### src/rtl/ambi_led_scheduler.sv
// Frame scheduler: snapshots the block-colour framebuffer on vsync fall and streams one colour per handshake.
// Optional macro AMBI_LED_GRB_ORDER_EN reorders led_data to {G,R,B} for GRB strips.
module ambi_led_scheduler #(
  parameter int NBLOCKS      = 60,
  parameter int LATCH_CYCLES = 4000,
  parameter int FRAME_DIV    = 1
) (
  input  logic                   clk_pixel,
  input  logic                   rst_n,
  input  logic                   enable,
  input  logic                   frame_vsync,
  input  logic [24*NBLOCKS-1:0]  framebuffer,
  output logic [23:0]            led_data,
  output logic                   led_valid,
  input  logic                   led_ready,
  output logic [5:0]             led_index,
  output logic                   busy,
  output logic                   frame_done,
  output logic [7:0]             drop_count
);

  localparam int GW = (LATCH_CYCLES > 1) ? $clog2(LATCH_CYCLES) : 1;

  typedef enum logic [1:0] {IDLE, LOAD, SEND, LATCH} state_t;

  state_t      r_state;
  state_t      w_next;
  logic        r_vsD;
  logic        r_pending;
  logic [7:0]  r_divCnt;
  logic [7:0]  r_dropCnt;
  logic [5:0]  r_idx;
  logic [GW-1:0] r_gap;
  logic [23:0] r_shadow [NBLOCKS];

  logic        w_fall;
  logic        w_elig;
  logic        w_consume;
  logic        w_lastIdx;
  logic [23:0] w_blk;

  assign w_fall    = r_vsD & ~frame_vsync;
  assign w_elig    = w_fall & (r_divCnt == 8'd0);
  assign w_consume = (r_state == IDLE) & r_pending & enable;
  assign w_lastIdx = (r_idx == 6'(NBLOCKS-1));
  assign w_blk     = r_shadow[r_idx];

  always_ff @(posedge clk_pixel) begin
    if (!rst_n) r_state <= IDLE;
    else        r_state <= w_next;
  end

  always_comb begin
    w_next     = r_state;
    led_valid  = 1'b0;
    busy       = (r_state != IDLE);
    frame_done = 1'b0;
    unique case (r_state)
      IDLE:  if (r_pending && enable) w_next = LOAD;
      LOAD:  w_next = SEND;
      SEND: begin
        led_valid = 1'b1;
        if (led_ready && w_lastIdx) w_next = LATCH;
      end
      LATCH: begin
        if (r_gap == '0) begin
          frame_done = 1'b1;
          w_next     = IDLE;
        end
      end
      default: w_next = IDLE;
    endcase
  end

  // A fall that coincides with IDLE consuming pending re-arms it without counting a drop.
  always_ff @(posedge clk_pixel) begin
    if (!rst_n) begin
      r_vsD     <= 1'b0;
      r_pending <= 1'b0;
      r_divCnt  <= 8'd0;
      r_dropCnt <= 8'd0;
      r_idx     <= 6'd0;
      r_gap     <= '0;
    end else begin
      r_vsD <= frame_vsync;
      if (w_fall)
        r_divCnt <= (r_divCnt == 8'(FRAME_DIV-1)) ? 8'd0 : r_divCnt + 8'd1;
      if (w_elig)         r_pending <= 1'b1;
      else if (w_consume) r_pending <= 1'b0;
      if (w_elig && r_pending && !w_consume && (r_dropCnt != 8'hFF))
        r_dropCnt <= r_dropCnt + 8'd1;
      case (r_state)
        LOAD: r_idx <= 6'd0;
        SEND: begin
          if (led_ready && !w_lastIdx) r_idx <= r_idx + 6'd1;
          if (led_ready && w_lastIdx)  r_gap <= GW'(LATCH_CYCLES-1);
        end
        LATCH: if (r_gap != '0) r_gap <= r_gap - 1'b1;
        default: ;
      endcase
    end
  end

  always_ff @(posedge clk_pixel) begin
    if (r_state == LOAD)
      for (int j = 0; j < NBLOCKS; j++) r_shadow[j] <= framebuffer[24*j +: 24];
  end

`ifdef AMBI_LED_GRB_ORDER_EN
  assign led_data = led_valid ? {w_blk[7:0], w_blk[15:8], w_blk[23:16]} : 24'd0;
`else
  assign led_data = led_valid ? w_blk : 24'd0;
`endif

  assign led_index  = r_idx;
  assign drop_count = r_dropCnt;

endmodule
### config.mk
export PLATFORM = sky130hd
export DESIGN_NAME = ambi_led_scheduler
export DESIGN_NICKNAME = d
export VERILOG_FILES = /design/src/rtl/ambi_led_scheduler.sv
export SDC_FILE = /design/constraint.sdc
export NUM_CORES = 1
export LEC_CHECK = 0
export ABC_AREA = 1
export ABC_CLOCK_PERIOD_IN_PS = 46100
export CAP_MARGIN = 20
export CORE_AREA = 4 4 584 586
export CTS_CLUSTER_DIAMETER = 200
export DETAILED_ROUTE_END_ITERATION = 12
export DIE_AREA = 0 0 588 590
export PLACE_DENSITY = 0.35
export SETUP_SLACK_MARGIN = 0.4
export SYNTH_ARGS = -nofsm -noshare
export SYNTH_HDL_FRONTEND = slang
export SYNTH_SLANG_ARGS = --single-unit
### constraint.sdc
create_clock -name clk_pixel -period 46.1 [get_ports clk_pixel]
set_clock_uncertainty 0.15 [all_clocks]
set_input_delay 9.22 -clock clk_pixel [delete_from_list [all_inputs] [get_ports clk_pixel]]
set_output_delay 9.22 -clock clk_pixel [all_outputs]
set_load 0.005 [all_outputs]
==> results of run 1 <==
==> state kept, by name, indices dropped and copies added (netlist names), named ones only <==
name / flops
drop_count: 8
r_pending: 1
r_vsD: 1
r_divCnt: 8
r_gap: 12
led_index: 6
r_shadow: 1440
r_state: 2
==> cell families (layout without fill, tap and decap cells) <==
| family | Yosys count | after routing |
|---|---|---|
| xor+xnor | 9 | 9 |
| other cells | 0 | 82 |
| flops | 1484 | 1484 |
| buf+inv | 636 | 2241 |
| simple gates | 3202 | 3202 |
| compound gates | 112 | 112 |
| fa+ha+maj | 10 | 10 |
==> metrics by stage <==
step	area, um^2	hold WS, ns
2_1_floorplan	61300	0.303
3_3_place_gp	80900	0.321
3_5_place_dp	80900	0.326
4_1_cts	86800	0.335
5_1_grt	86900	0.353
6_report	87000	0.337
==> cell usage in the layout (no fill, tap or decap), drive strengths merged, types with 8 or more instances in the layout <==
cell type	count
inv	325
clkinv	78
bufinv	10
o21ai	29
clkbuf	242
edfxtp	1440
nor2	64
a21oi	76
diode	82
nand2	1983
clkdlybuf4s50	1485
xor2	8
ha	10
nand3	1131
buf	96
nor3	12
dfxtp	44
==> report_power, final <==
group          internal (mW)  total [mW]  switching (mW)
combinational          0.278       0.973           0.695
clock                  0.830        1.46           0.626
sequential              1.90        2.00          0.0926
==> routing by layer <==
layer  wire [um]  vias to the layer above
met2      165000                     1734
met3       22600                      601
met1      133000                    23400
met4       10600                      158
li1            -                    21700
met5         993                        -
==> area by class of cell <==
| type | instances | area share |
|---|---|---|
| antenna | 82 | 0.00236 |
| clock buffer | 242 | 0.0579 |
| clock inverter | 99 | 0.0100 |
| inverter | 319 | 0.0144 |
| multi-input combinational | 3333 | 0.164 |
| sequential | 1484 | 0.507 |
| tap | 4407 | 0.0634 |
| timing repair buffer | 1581 | 0.180 |
==> final timing paths <==
check,from,end,slack (ns),cells past startpoint
max,register,led_data[22],29.57,14
min,r_gap[7],r_gap[7],0.34,2
max reg2reg,r_state[1],r_shadow[12][5],39.49,8
min reg2reg,r_gap[7],r_gap[7],0.34,2
==> worst max-delay path: stages, from the launching register on <==
cell	delay, ns
dfxtp_4	0.66
buf_4	0.64
buf_4	0.62
buf_4	0.63
buf_4	0.60
buf_4	0.60
nand2_1	0.11
nand3_1	0.11
nand3_1	0.09
nand2_1	0.12
nand2_1	0.08
nand3_1	0.21
nand3_1	0.12
a21oi_1	0.78
clkdlybuf4s50_1	0.68
==> out/metrics.yaml, run 1 <==
synthesis:
  synth_mux_area_frac: 0
  synthesis.instances: 5453
  synthAdderAreaFrac: 0.00204
  netlist_area_mm2: 0.0613
  synth-compound-area-share: 0.00944
  synth_most_common_cell: "nand2_1"
  synth_top_family_by_area: "simple AND/OR/NAND/NOR gates"
  synth-main-ff-cell: "edfxtp_1"
  synth_xor_area_frac: 0.00129
  synth_common_cells: "1983 x nand2_1, 1440 x edfxtp_1, 1131 x nand3_1, 309 x inv_1, 176 x buf_2"
  post-synth-top-area-cell: "edfxtp_1"
  synth_top_area_share: 0.706
  synth_area_leaders: "edfxtp_1 71%, nand2_1 12%, nand3_1 9.2%"
  ys_ff_latch: 1484
  yosysWarnings: 0
  synth.distinct_cells: 28
  ys_seq_area_frac: 0.720
  synth-async-reset-ratio: 0
  avgSynthCellArea_um2: 11.2
  yosys.area_share.simple: 0.220
  synth_edf_count: 1440
  syn_nets: 6908
cts:
  cts_max_path_buffers: 4
  clk_pin_slew_worst_paths_ns: 0.05
  cts_hold_buffers: 0
  htree_levels: 4
  clock-sinks: 1484
  numCtsBuffers: 191
  post_cts_resized: 0
  clkLatencyLatePin_ns: 0.84
  cts_root_buf: "clkbuf_16"
  post_cts_buffers: 0
  cts_tree: "done"
floorplan:
  start_util: 0.182
  core-area_mm2: 0.336
  row_count: 213
  die_h_um: 590
  die_x_um: 588
  die_area_mm2: 0.347
  io_pins: 1486
cells_and_area:
  ff_latch_area_mm2: 0.0441
  n_fill_cell: 35600
  final_util: 0.259
  drive_gt1_frac: 0.0520
  multi_input_area_mm2: 0.0143
  syn2layout_area_growth_pct: 42.0
  instances_no_fill: 11500
  final_nets: 8365
grt:
  met1_usage: 0.218
  grt_busiest_layer: "met2"
  grt_pass1_wl_mm: 438
  grt-ovfl-total: 0
  antenna_found_initial: 206
  grt_max_degree: 153
  met3_usage: 0.0502
  grt_use_met2: 0.322
  grt.total_usage: 0.184
  grt_pass1_vias: 49100
outcome:
  status: "finished clean"
run:
  drv_cap: 0
sta:
  hold_violations: 0
  period_share: 0.358
  max-slew-margin-rel: 0.233
  period_minus_slack_ns: 16.53
  max_freq_ghz: 0.0605
  rsz0062_at_grt: "false"
  finalMaxSlewViolations: 0
  tns_ns: 0
  tightest_slew_ns: 1.15
  fin_ws_ns: 29.57
  setup_violations: 0
critical_path:
  worstPathArrival_ns: 7.16
  criticalPathCategory: "reg2out"
  cp.required_ns: 36.73
  cp-end-kind: "output port"
  start_kind: "register"
  crit_path_max_fanout: 59
placed_design:
  portBuffers: 1485
  dp.cells: 11100
  post-place-ws_ns: 30.21
  dp_hpwl_mm: 253
  globalplace.congestion: 0.837
worst_hold_path:
  min_path_type: "reg2reg"
detailed_routing:
  wl_per_cell_um: 28.7
  first_pass_iters: 6
  post-route-drc-count: 0
  vias: 47700
  routed_wl_mm: 332
  ant_nets: 0
  vias_per_cell: 4.13
  drtIter0Drc: 3510
power_and_ir_drop:
  ir_worst_vdd_mv: 0.0552
  cellLeakagePower_nw: 31.9
  power_density_mw_per_mm2: 50.9
  design_power_total_mw: 4.43
Power figures use the tool's default switching activity.
==> run 2, diff against run 1 <==
ABC_CLOCK_PERIOD_IN_PS = 16700   (was 46100)
clock period = 16.7 ns   (was 46.1 ns; I/O delays follow)
==> run 2 against run 1 <==
Clock power grew to 2.7 times the previous value. Power grew to 2.7 times the previous value. Register-to-register slack worse by 28 ns. Largest power group unchanged. Highest routed layer unchanged.
==> out/metrics.yaml, run 2 (synthesis gave the netlist of run 1 again) <==
outcome:
  status: "finished clean"
power_and_ir_drop:
  p_clk_frac: 0.325
  power_density_mw_per_mm2: 140
  power.internal_mw: 8.26
  netSwitchingFraction: 0.319
  seqPwrFrac: 0.455
  combPwrFrac: 0.220
  ir_worst_vdd_mv: 0.108
  switchingPower_mw: 3.86
  cellLeakagePower_nw: 31.8
cts:
  post_cts_buffers: 0
  clkLatencyLatePin_ns: 0.85
  cts_tree: "done"
  cts_hold_buffers: 0
  htree_levels: 4
  cts_root_buf: "clkbuf_16"
  numCtsBuffers: 191
  clock-sinks: 1484
  cts_max_path_buffers: 4
  clk_pin_slew_worst_paths_ns: 0.06
  post_cts_resized: 0
critical_path:
  crit_top_cell: "nand3_1"
  cp_slowest_cell: "buf_4"
  cp-end-kind: "output port"
  slowest_delay_ns: 0.76
  crit_family: "buffers and inverters"
  cp.required_ns: 13.21
  cp_cell_sequence: "buf_4 -> buf_4 -> buf_12 -> buf_4 -> nand2_1 -> nand3_1 -> nand3_1 -> nand2_1 -> nand2_1 -> nand3_1 -> nand3_1 -> a21oi_1 -> clkdlybuf4s50_1"
  criticalPathCategory: "reg2out"
  crit_path_max_fanout: 106
  worstPathArrival_ns: 6.62
  cp_num_buf_inv: 5
  start_kind: "register"
placed_design:
  dp_hpwl_mm: 251
  portBuffers: 1485
  dp.cells: 11100
  globalplace.congestion: 0.822
cells_and_area:
  final_nets: 8361
  largest_register: "r_shadow"
  ff_latch_area_mm2: 0.0441
  syn2layout_area_growth_pct: 41.7
  multi_input_area_mm2: 0.0143
  top_regs: "r_shadow (1440), r_gap (12)"
  instances_no_fill: 11500
  mostFrequentLayoutCells: "1983 x nand2_1, 1485 x clkdlybuf4s50_1, 1440 x edfxtp_1"
  n_fill_cell: 35600
  final_common_cell: "nand2_1"
  drive_gt1_frac: 0.0508
  largest_reg_flops: 1440
sta:
  max-slew-margin-rel: 0.204
  holdWs_ns: 0.332
  setup_violations: 0
  hold_violations: 0
  period_minus_slack_ns: 10.11
  tns_ns: 0
  tightest_slew_ns: 1.19
  rsz0062_at_grt: "false"
  finalMaxSlewViolations: 0
  period_share: 0.606
  max_freq_ghz: 0.0989
run:
  drv_cap: 0
floorplan:
  start_util: 0.182
  core-area_mm2: 0.336
  row_count: 213
  die_x_um: 588
  die_area_mm2: 0.347
  io_pins: 1486
  die_h_um: 590
grt:
  antenna_found_initial: 204
  grt.total_usage: 0.184
  grt-ovfl-total: 0
  grt_pass1_vias: 48800
  grt_pass1_wl_mm: 438
  grt_max_degree: 203
detailed_routing:
  vias_per_cell: 4.14
  wl_per_cell_um: 28.9
  ant_nets: 0
  post-route-drc-count: 0
  first_pass_iters: 7
  drtIter0Drc: 3713
  routed_wl_mm: 333
  vias: 47600
worst_hold_path:
  min_path_type: "reg2reg"
[run 2: changes by cell type in the layout (fill, tap and decap cells not counted), moves of 3 or more]
cell,before,now
inv_16,6,3
bufinv_16,10,7
clkinvlp_4,5,1
buf_12,7,15
clkinv_2,26,30
buf_4,88,74
diode_2,82,44
clkbuf_1,48,51
[run 2: power groups by stage]
stage                     registers (mW)  clock network (mW)  logic (mW)
after detailed placement            5.60                   0        2.75
after global routing                5.58                4.23        2.94
after global placement              5.60                   0        2.74
final                               5.52                3.93        2.67
after floorplan                     6.05                   0        1.41
after CTS                           5.53                4.07        2.76
[run 2: final timing paths]
| path | end | startpoint | depth (start not counted) | slack (ns) |
|---|---|---|---|---|
| max | led_data[21] | register | 13 | 6.59 |
| min | r_gap[7] | r_gap[7] | 2 | 0.33 |
| max reg2reg | r_shadow[15][0] | r_state[1] | 6 | 11.91 |
| min reg2reg | r_gap[7] | r_gap[7] | 2 | 0.33 |
[run 2: area by class of cell]
type / count / area share
Inverter: 319 / 0.0144
Multi-Input combinational cell: 3333 / 0.165
Timing Repair Buffer: 1577 / 0.182
Clock inverter: 96 / 0.00812
Clock buffer: 244 / 0.0578
Tap cell: 4407 / 0.0635
Sequential cell: 1484 / 0.509
Antenna cell: 44 / 0.00127
[run 2: layer usage]
| metal | wire, um | vias up | GRT usage |
|---|---|---|---|
| li1 | - | 21700 | - |
| met3 | 22400 | 563 | 0.0504 |
| met5 | 975 | - | 0 |
| met2 | 167000 | 1719 | 0.325 |
| met1 | 135000 | 23500 | 0.220 |
| met4 | 7930 | 158 | 0.0431 |
[run 2: through the flow]
stage / worst slack (ns) / total power, mW / instance area, um^2 / utilization
2_1_floorplan: 4.74 / 7.46 / 61300 / -
5_1_grt: 6.28 / 12.8 / 86700 / 0.258
3_5_place_dp: 7.28 / 8.34 / 80900 / 0.241
4_1_cts: 6.25 / 12.4 / 86700 / 0.258
6_report: 6.59 / 12.1 / 86800 / 0.258
3_3_place_gp: 7.34 / 8.34 / 80900 / 0.241
[run 2: worst reg2reg max path: stages, from the launching register on]
cell and delay [ns]:
dfxtp_1 0.32, inv_1 0.13, ha_4 0.37, buf_4 0.67
buf_4 0.80, buf_4 0.95, buf_12 0.79
